--- config.mk ---
export PLATFORM = sky130hd
export DESIGN_NAME = mem2_load_stage
export DESIGN_NICKNAME = d
export VERILOG_FILES = /design/src/rtl/mem2_load_stage_pkg.sv /design/src/rtl/mem2_load_stage_load_align.sv /design/src/rtl/mem2_load_stage.sv
export SDC_FILE = /design/constraint.sdc
export NUM_CORES = 1
export LEC_CHECK = 0
export BUFFER_PORTS_ARGS = -buffer_cell sky130_fd_sc_hd__buf_2
export CORE_MARGIN = 2
export CORE_UTILIZATION = 35
export DETAILED_ROUTE_END_ITERATION = 12
export HOLD_SLACK_MARGIN = 0.03
export SLEW_MARGIN = 20
export SYNTH_ARGS = -nofsm -noshare
export SYNTH_HDL_FRONTEND = slang
export SYNTH_HIERARCHICAL = 1
export SYNTH_SLANG_ARGS = --single-unit
--- constraint.sdc ---
create_clock -name clk -period 3.3 [get_ports clk]
set_input_delay 0.495 -clock clk [delete_from_list [all_inputs] [get_ports clk]]
set_output_delay 0.495 -clock clk [all_outputs]
set_load 0.01 [all_outputs]
--- src/rtl/mem2_load_stage_pkg.sv ---
// Shared CPU types seen by the MEM2 stage: load descriptor, register write enables,
// exception class and the MEM2 load-tracking FSM states.
package CPU_Defines;

  typedef struct packed {
    logic       ReadMem;
    logic       Sign;
    logic [1:0] Size;
    logic [1:0] LR;
  } LoadType;

  localparam logic [1:0] SIZE_BYTE = 2'd0;
  localparam logic [1:0] SIZE_HALF = 2'd1;
  localparam logic [1:0] SIZE_WORD = 2'd2;

  localparam logic [1:0] LR_NONE = 2'b00;
  localparam logic [1:0] LR_LWR  = 2'b01;
  localparam logic [1:0] LR_LWL  = 2'b10;

  typedef struct packed {
    logic CP0Wr;
    logic HIWr;
    logic LOWr;
    logic RFWr;
  } RegsWrType;

  typedef struct packed {
    logic Interrupt;
    logic WrongAddressinIF;
    logic ReservedInstruction;
    logic CoprocessorUnusable;
    logic Overflow;
    logic Syscall;
    logic Break;
    logic Eret;
    logic WrWrongAddressinMEM;
    logic RdWrongAddressinMEM;
    logic Trap;
  } ExceptinPipeType;

  typedef enum logic [1:0] {
    IDLE = 2'd0,
    WAIT = 2'd1,
    DROP = 2'd2
  } Mem2State_t;

endpackage

--- src/rtl/mem2_load_stage_load_align.sv ---
// Combinational load formatter: picks the addressed byte/half, extends it, or merges
// an unaligned LWL/LWR word with rt. Zero latency, no flow control.
module load_align
  import CPU_Defines::*;
(
  input  logic [31:0] word,
  input  logic [1:0]  a,
  input  LoadType     load_type,
  input  logic [31:0] rt,
  output logic [31:0] result
);

  logic [4:0]  sh_a;
  logic [4:0]  sh_l;
  logic [7:0]  byte_v;
  logic [15:0] half_v;
  logic [31:0] lwl_keep;
  logic [31:0] lwr_keep;
  logic        unused_read_mem;

  // ~a equals 3-a for a two-bit offset
  assign sh_a     = {a, 3'b000};
  assign sh_l     = {~a, 3'b000};
  assign byte_v   = 8'(word >> sh_a);
  assign half_v   = a[1] ? word[31:16] : word[15:0];
  assign lwl_keep = ~(32'hFFFF_FFFF << sh_l);
  assign lwr_keep = ~(32'hFFFF_FFFF >> sh_a);

  assign unused_read_mem = load_type.ReadMem;

  always_comb begin
    result = word;
    case (load_type.LR)
      LR_LWL: result = (word << sh_l) | (rt & lwl_keep);
      LR_LWR: result = (word >> sh_a) | (rt & lwr_keep);
      default: begin
        case (load_type.Size)
          SIZE_BYTE: result = {{24{load_type.Sign & byte_v[7]}}, byte_v};
          SIZE_HALF: result = {{16{load_type.Sign & half_v[15]}}, half_v};
          default:   result = word;
        endcase
      end
    endcase
  end

endmodule

--- src/rtl/mem2_load_stage.sv ---
// MEM2 stage: registers MEM results and waits for the outstanding D-cache load; result is
// combinational in the response cycle. Stalls while a live load or an orphaned response is due.
module mem2_load_stage
  import CPU_Defines::*;
#(
  parameter int DATA_WIDTH = 32
) (
  input  logic                  clk,
  input  logic                  resetn,
  input  logic                  MEM2_Flush,
  input  logic                  MEM2_Wr,
  input  logic [DATA_WIDTH-1:0] MEM_PC,
  input  logic [DATA_WIDTH-1:0] MEM_ALUOut,
  input  logic [DATA_WIDTH-1:0] MEM_OutB,
  input  logic [DATA_WIDTH-1:0] MEM_Result,
  input  logic [4:0]            MEM_Dst,
  input  RegsWrType             MEM_RegsWrType,
  input  logic [1:0]            MEM_WbSel,
  input  LoadType               MEM_LoadType,
  input  ExceptinPipeType       MEM_ExcType,
  input  logic                  MEM_IsInDelaySlot,
  input  logic                  MEM_IsABranch,
  input  logic                  MEM_IsAImmeJump,
  input  logic                  MEM_ReqFired,
  input  logic                  dcache_rvalid,
  input  logic [DATA_WIDTH-1:0] dcache_rdata,
  output logic [DATA_WIDTH-1:0] MEM2_PC,
  output logic [DATA_WIDTH-1:0] MEM2_ALUOut,
  output logic [4:0]            MEM2_Dst,
  output RegsWrType             MEM2_RegsWrType,
  output ExceptinPipeType       MEM2_ExcType,
  output logic                  MEM2_IsInDelaySlot,
  output logic                  MEM2_IsABranch,
  output logic                  MEM2_IsAImmeJump,
  output logic [DATA_WIDTH-1:0] MEM2_Result,
  output logic                  MEM2_DataValid,
  output logic                  MEM2_Stall
);

  typedef struct packed {
    logic [DATA_WIDTH-1:0] pc;
    logic [DATA_WIDTH-1:0] alu_out;
    logic [DATA_WIDTH-1:0] out_b;
    logic [DATA_WIDTH-1:0] result;
    logic [4:0]            dst;
    RegsWrType             regs_wr;
    LoadType               load_type;
    ExceptinPipeType       exc;
    logic                  in_delay_slot;
    logic                  is_branch;
    logic                  is_imme_jump;
  } stage_t;

  Mem2State_t            state;
  Mem2State_t            state_nxt;
  stage_t                stage_q;
  stage_t                stage_d;
  logic [DATA_WIDTH-1:0] buf_q;
  logic [DATA_WIDTH-1:0] word;
  logic [DATA_WIDTH-1:0] load_value;
  logic                  load_done;
  logic                  capture;
  logic                  pend_in;
  logic                  rv_hit;
  logic                  unused_wb_sel;

  assign unused_wb_sel = ^MEM_WbSel;

  assign stage_d = '{
    pc:            MEM_PC,
    alu_out:       MEM_ALUOut,
    out_b:         MEM_OutB,
    result:        MEM_Result,
    dst:           MEM_Dst,
    regs_wr:       MEM_RegsWrType,
    load_type:     MEM_LoadType,
    exc:           MEM_ExcType,
    in_delay_slot: MEM_IsInDelaySlot,
    is_branch:     MEM_IsABranch,
    is_imme_jump:  MEM_IsAImmeJump
  };

  assign MEM2_Stall = ((state == WAIT) & ~dcache_rvalid) | (state == DROP);
  assign capture    = MEM2_Wr & ~MEM2_Stall & ~MEM2_Flush;
  assign pend_in    = MEM_LoadType.ReadMem & MEM_ReqFired & (MEM_ExcType == '0);
  assign rv_hit     = (state == WAIT) & dcache_rvalid;

  // A response arriving in WAIT frees the stage, so the next load may be captured in that cycle.
  always_comb begin
    state_nxt = state;
    case (state)
      IDLE: if (capture && pend_in) state_nxt = WAIT;
      WAIT: begin
        if (dcache_rvalid)   state_nxt = (capture && pend_in) ? WAIT : IDLE;
        else if (MEM2_Flush) state_nxt = DROP;
      end
      DROP: if (dcache_rvalid) state_nxt = IDLE;
      default: state_nxt = IDLE;
    endcase
  end

  always_ff @(posedge clk or negedge resetn) begin
    if (!resetn) state <= IDLE;
    else         state <= state_nxt;
  end

  always_ff @(posedge clk or negedge resetn) begin
    if (!resetn)         stage_q <= '0;
    else if (MEM2_Flush) stage_q <= '0;
    else if (capture)    stage_q <= stage_d;
  end

  // Written even when flushed alongside the response; DROP-phase data never lands here.
  always_ff @(posedge clk or negedge resetn) begin
    if (!resetn)     buf_q <= '0;
    else if (rv_hit) buf_q <= dcache_rdata;
  end

  always_ff @(posedge clk or negedge resetn) begin
    if (!resetn)                    load_done <= 1'b0;
    else if (MEM2_Flush || capture) load_done <= 1'b0;
    else if (rv_hit)                load_done <= 1'b1;
  end

  assign word = rv_hit ? dcache_rdata : buf_q;

  load_align u_load_align (
    .word      (word),
    .a         (stage_q.alu_out[1:0]),
    .load_type (stage_q.load_type),
    .rt        (stage_q.out_b),
    .result    (load_value)
  );

  assign MEM2_PC            = stage_q.pc;
  assign MEM2_ALUOut        = stage_q.alu_out;
  assign MEM2_Dst           = stage_q.dst;
  assign MEM2_RegsWrType    = stage_q.regs_wr;
  assign MEM2_ExcType       = stage_q.exc;
  assign MEM2_IsInDelaySlot = stage_q.in_delay_slot;
  assign MEM2_IsABranch     = stage_q.is_branch;
  assign MEM2_IsAImmeJump   = stage_q.is_imme_jump;
  assign MEM2_Result        = stage_q.load_type.ReadMem ? load_value : stage_q.result;
  assign MEM2_DataValid     = ~stage_q.load_type.ReadMem | rv_hit | load_done;

  a_no_rvalid_in_idle: assert property (@(posedge clk) disable iff (!resetn)
    !((state == IDLE) && dcache_rvalid));

endmodule

After elaboration in Yosys (flattened, before gate mapping) --
Index checks and enable logic that the tools add are counted.
Cells by class: eq/ne operators 8, shift operators 4, multiplexer cells 15, bitwise logic cells 22, reductions and logical operators 8
Operator list (count):
- 157-bit 2-to-1 mux | 2
- 32-bit case mux with 2 select lines | 2
- 32-bit AND | 2
- 32-bit 2-to-1 mux | 2
- 32-bit NOT | 2
- 32-bit bitwise OR | 2
- 32-bit by 5-bit << shifter with 32-bit output | 1
- 32-bit by 5-bit << shifter with 32-bit output, first input constant | 1
- 32-bit by 5-bit >> shifter with 32-bit output | 1
- 32-bit by 5-bit >> shifter with 32-bit output, first input constant | 1
- 16-bit 2-to-1 mux | 1
- 11-bit zero test | 1
- 1-bit AND | 8
- 2-bit 2-to-1 mux | 4
- 2-bit by 1-bit equality test with 1-bit output, second input constant | 3
- 2-bit case mux with 3 select lines | 1
- 2-bit equality test, second input constant | 2
- 2-bit zero test | 2
- 2-bit inequality test, second input constant | 2
- 1-bit NOT | 4
- 2-bit nonzero test | 2
- 1-bit 2-to-1 mux | 3
- 3-bit inequality test, second input constant | 1
- 1-bit bitwise OR | 3
- 4 further kinds | 4
Word-level totals: flip-flop bits (word level) 192, bits of input ports 197, output and inout bits 121, word-level logic and storage cells 87

Longest topological paths before layout --
word-level depth 10, mapped depth 10, mapped depth without buffers 7

Modules after synthesis --
The synthesis kept the hierarchy.
Modules (own cells, without submodules):
- mem2_load_stage | times used 1, cells each 560, area each 7906.3 µm², seq. area each 4804.6 µm²
- load_align | times used 1, cells each 296, area each 2308.5 µm², seq. area each 0.0 µm²

Worst setup path after synthesis --
OpenSTA, ideal clock, no wires.
kind input-to-output, from input dcache_rvalid, to output MEM2_Result[17], data arrival time 2.860 ns, required time 2.805 ns, slack -0.055 ns, stages on the path 10, path buffers 3, cell sequence nand3b_1 > clkbuf_1 > mux2_2 > mux4_2 > nand3_2 > and3_1 > buf_6 > buf_12 > a21oi_4 > mux2_2
Between the ends: cells in the longest elaborated chain, start to end 7, elaborated cells on any way between the ends 12, those cells by class shift (2); mux (5); bitwise (5)
Ends and longest elaborated chain:
- start: declaration | line mem2_load_stage.sv:25 | input logic dcache_rvalid,
- 1-bit AND * | line mem2_load_stage.sv:86 | assign rv_hit = (state == WAIT) & dcache_rvalid;
- 32-bit 2-to-1 mux *
- named net word[15] | line mem2_load_stage.sv:59 | logic [DATA_WIDTH-1:0] word;
- 32-bit by 5-bit >> shifter with 32-bit output / 16-bit 2-to-1 mux (equally long branches) | line mem2_load_stage_load_align.sv:24, mem2_load_stage_load_align.sv:25
- 1-bit AND, on equally long branches | line mem2_load_stage_load_align.sv:38, mem2_load_stage_load_align.sv:39
- 32-bit case mux with 2 select lines * | line mem2_load_stage_load_align.sv:37 | case (load_type.Size)
- 32-bit case mux with 2 select lines * | line mem2_load_stage_load_align.sv:33 | case (load_type.LR)
- named net load_value[17] | line mem2_load_stage.sv:60 | logic [DATA_WIDTH-1:0] load_value;
- 32-bit 2-to-1 mux * | line mem2_load_stage.sv:143 | assign MEM2_Result = stage_q.load_type.ReadMem ? load_value : stage_q.result;
- end: declaration | line mem2_load_stage.sv:35 | output logic [DATA_WIDTH-1:0] MEM2_Result,
The timed path passes the listed nets; every way through them passes the cells marked *.

Worst setup path after layout --
from register state[1], to output MEM2_Result[18]
Between the ends: cells in the longest elaborated chain, start to end 8, elaborated cells on any way between the ends 13, those cells by class eq/ne (1); shift (2); mux (5); bitwise (5)
Ends and longest elaborated chain:
- start: declaration | line mem2_load_stage.sv:54 | Mem2State_t state;
- start signal: assignment | line mem2_load_stage.sv:104 | else state <= state_nxt;
- 2-bit by 1-bit equality test with 1-bit output * | line mem2_load_stage.sv:86
- 1-bit AND * | line mem2_load_stage.sv:86
- 32-bit 2-to-1 mux *
- named net word[15] | line mem2_load_stage.sv:59
- 32-bit by 5-bit >> shifter with 32-bit output / 16-bit 2-to-1 mux (equally long branches) | line mem2_load_stage_load_align.sv:24, mem2_load_stage_load_align.sv:25
- 1-bit AND, on equally long branches | line mem2_load_stage_load_align.sv:38, mem2_load_stage_load_align.sv:39
- 32-bit case mux with 2 select lines * | line mem2_load_stage_load_align.sv:37
- 32-bit case mux with 2 select lines * | line mem2_load_stage_load_align.sv:33
- named net load_value[18] | line mem2_load_stage.sv:60
- 32-bit 2-to-1 mux * | line mem2_load_stage.sv:143
Marked as above.

==> out/qor.txt <==
Status -> complete, but fails checks
Violations in the final reports -> negative setup slack
Clk_skew -> 0.00875 ns
GRT Total Usage -> 21.9%
Sw Ratio -> 30.0%
Starting Density -> 35.6%
Max frequency -> 280 MHz
# DRC -> 0
Avg Vias per Cell -> 5.34
CP Class -> reg2out
FF+latch area -> 0.00481 mm²
Die width -> 175 µm
Post-Syn Instances -> 856
Max rail drop VDD -> 0.366 mV
Arr. time, crit path -> 3.08 ns
Worst Setup Start Kind -> flop
Largest net degree at the start of global routing -> 96
Max-slew violations -> 0
H-tree depth -> 4
Share of cells above drive strength 1 -> 54.7%
Mapped cell area -> 0.0102 mm²
CP endpoint kind -> primary output
Share of the synthesized area in the top cell type -> 47.0%
HP Class -> in2async
Synth area leader -> dfrtp_1
Mapped Nets -> 1,055
Fin nets -> 1,328
Final TNS setup -> -6.28 ns
Reg power frac -> 44.3%
CP max stage delay -> 0.51 ns
Clock Sinks -> 192
FF+latch count, synth -> 192
Post-synth EDFFs -> 0
Pre-CTS setup slack -> -0.0775 ns
Most frequent cell after synthesis -> dfrtp_1
CTS Buf Count -> 17
Int Power -> 4020 µW
Commonest cells post-synth -> 192 x dfrtp_1, 160 x a22o_1, 104 x buf_4
Finish-stage setup viols -> 32
IO Port Bufs -> 315
Clock slew at reported path FFs -> 0.08 ns
Clock Power Share -> 36.9%
Crit path max fanout -> 8
Final period util -> 108%
Multi-input gate area -> 0.00493 mm²
Unrepaired setup endpoints after global routing -> true
Per-cell routed wire length -> 21.9 µm
Fin cells -> 1,527
P_sw -> 1720 µW
# rows -> 62
DP HPWL -> 23,700 µm
Sequential-to-total area share from yosys stat -> 47.0%
Max-cap viol count -> 0
CTS max path bufs -> 2
1st-pass router iterations -> 7
IO Pins -> 318
Final Critical Period -> 3.57 ns
Routed via count -> 8,148
Total global routing overflow -> 0
Final setup margin -> -0.271 ns
Synth top area cells -> dfrtp_1 47%, a22o_1 14%, mux2_2 8.4%
Die area -> 0.0306 mm²
Hold_buf cts -> 0
Post-layout util -> 47.0%
Cell chain of the critical path -> nand3b_1 -> buf_12 -> mux2_4 -> mux4_2 -> nand3_2 -> and3_4 -> buf_12 -> a21oi_2 -> mux2_2 -> buf_2
Dpl cells -> 1,481
Final antenna-violating net count -> 0
Total power divided by cell area -> 425 mW/mm²
Number of distinct library cells after synthesis -> 48
Fill cells -> 2,659
Core Area -> 0.0287 mm²
Slew HR -> 43.3%
Worst path required time -> 2.80 ns
CP max stage cell -> mux4_2
Synth warn -> 6
Initial antenna violation count -> 1
CTS tree -> done
Placer's final routability congestion estimate -> 0.888
First-pass GRT wire length -> 50,900 µm
Vias in the first global route -> 8,393
Initial drt markers -> 557
Ys flop type -> dfrtp_1
Critical path's most frequent cell -> buf_12
Layout area overhead -> 32.2%
Async SR Flop Fraction -> 100%
Syn avg cell area -> 11.9 µm²
Root buffer cell -> clkbuf_16
Routed wire length -> 33,500 µm
Chip height -> 175 µm
Worst Max-Slew Pin Slew -> 0.850 ns
Final Hold Fails -> 0
Static Leak -> 0.00662 µW
Gate power share -> 18.8%
Clock Latency Late Sink -> 0.44 ns
[final cells by class]
type / count / area share [%]
tap: 384 / 3.56
inverter: 6 / 0.167
clock buffer: 18 / 3.25
multi-input combinational: 499 / 36.5
clock inverter: 14 / 1.20
antenna: 1 / 0.0185
sequential: 192 / 35.6
timing repair buffer: 413 / 19.7
[registers in the layout (all words and copies together) (netlist names)]
| register | cells |
|---|---|
| load_done | 1 |
| MEM2_IsAImmeJump | 1 |
| MEM2_PC | 32 |
| MEM2_Dst | 5 |
| state | 2 |
| MEM2_IsABranch | 1 |
| MEM2_ALUOut | 32 |
| MEM2_ExcType | 11 |
| stage_q | 70 |
| MEM2_IsInDelaySlot | 1 |
| MEM2_RegsWrType | 4 |
| buf_q | 32 |
[critical path: cells and delay by family, from the launching register on]
family                 cells  cell delay, ns
AND/OR/NAND/NOR            3            0.57
flip-flops                 1            0.38
AO/OA/AOI/OAI              1            0.08
multiplexers               3            1.09
buffers and inverters      3            0.48
[cells by family after synthesis]
group | after synthesis | synth area share, %
AOI/OAI and AO/OA | 275 | 22.7
DFF | 192 | 47.0
buffers and inverters | 165 | 10.5
muxes | 123 | 14.3
and+or+nand+nor | 99 | 5.19
adders and majority gates | 2 | 0.245
[power groups by stage]
stage / Sequential (µW) / Clock [µW] / Combinational (µW)
after floorplan: 2560 / 0 / 588
after global placement: 2590 / 0 / 923
after detailed placement: 2580 / 0 / 933
after CTS: 2540 / 2180 / 1060
after global routing: 2560 / 2280 / 1160
final: 2540 / 2120 / 1080
[per-layer routing]
| layer | up-vias | global-route usage, % | wire [µm] |
|---|---|---|---|
| met5 | - | 0 | 0 |
| met4 | 0 | 7.57 | 920 |
| met3 | 39 | 5.37 | 2270 |
| met2 | 306 | 36.4 | 16300 |
| met1 | 4083 | 27.9 | 13900 |
| li1 | 3720 | - | - |
[final timing paths]
| kind | from | to | slack, ns | cells past startpoint |
|---|---|---|---|---|
| min in group clk | MEM_PC[4] | MEM2_PC[4] | 0.26 | 2 |
| worst max register to register | state[1] | MEM2_ALUOut[26] | 0.84 | 8 |
| worst min register to register | MEM2_ALUOut[7] | MEM2_ALUOut[7] | 0.50 | 1 |
| worst max-delay path | state[1] | MEM2_Result[18] | -0.27 | 10 |
| worst min-delay path | resetn | stage_q[82] | 0.14 | 1 |
| max in group asynchronous | resetn | MEM2_ALUOut[0] | 2.37 | 2 |
[cells in the final DEF (no fill, tap or decap), types with 11 or more instances in the layout]
cell type,count
buf_2,289
dfrtp_1,190
a22o_1,160
buf_4,77
mux2_2,40
mux2_4,36
nand2_1,34
buf_6,34
a221oi_2,19
mux2i_2,18
clkbuf_16,17
a21oi_4,15
o21ai_0,15
mux2i_1,14
a21oi_1,13
nand2b_1,12
nor2_1,12
mux4_2,11
[timing repair]
item / in CTS / in global routing
gates resized for setup: 143 / 27
cloned: 1 / 0
pin swaps: 16 / 9
setup endpoints to repair: 32 / 32
buffers inserted: 8 / 3
[through the flow]
stage	hold WS [ns]	total power (µW)	instance area, µm²
final	0.140	5740	13500
after global routing	0.195	6000	13500
after CTS	0.178	5780	13300
after detailed placement	0.486	3520	12000
after global placement	0.473	3510	12000
after floorplan	0.199	3140	10200
Note: power is estimated with default switching activity, not from simulation.
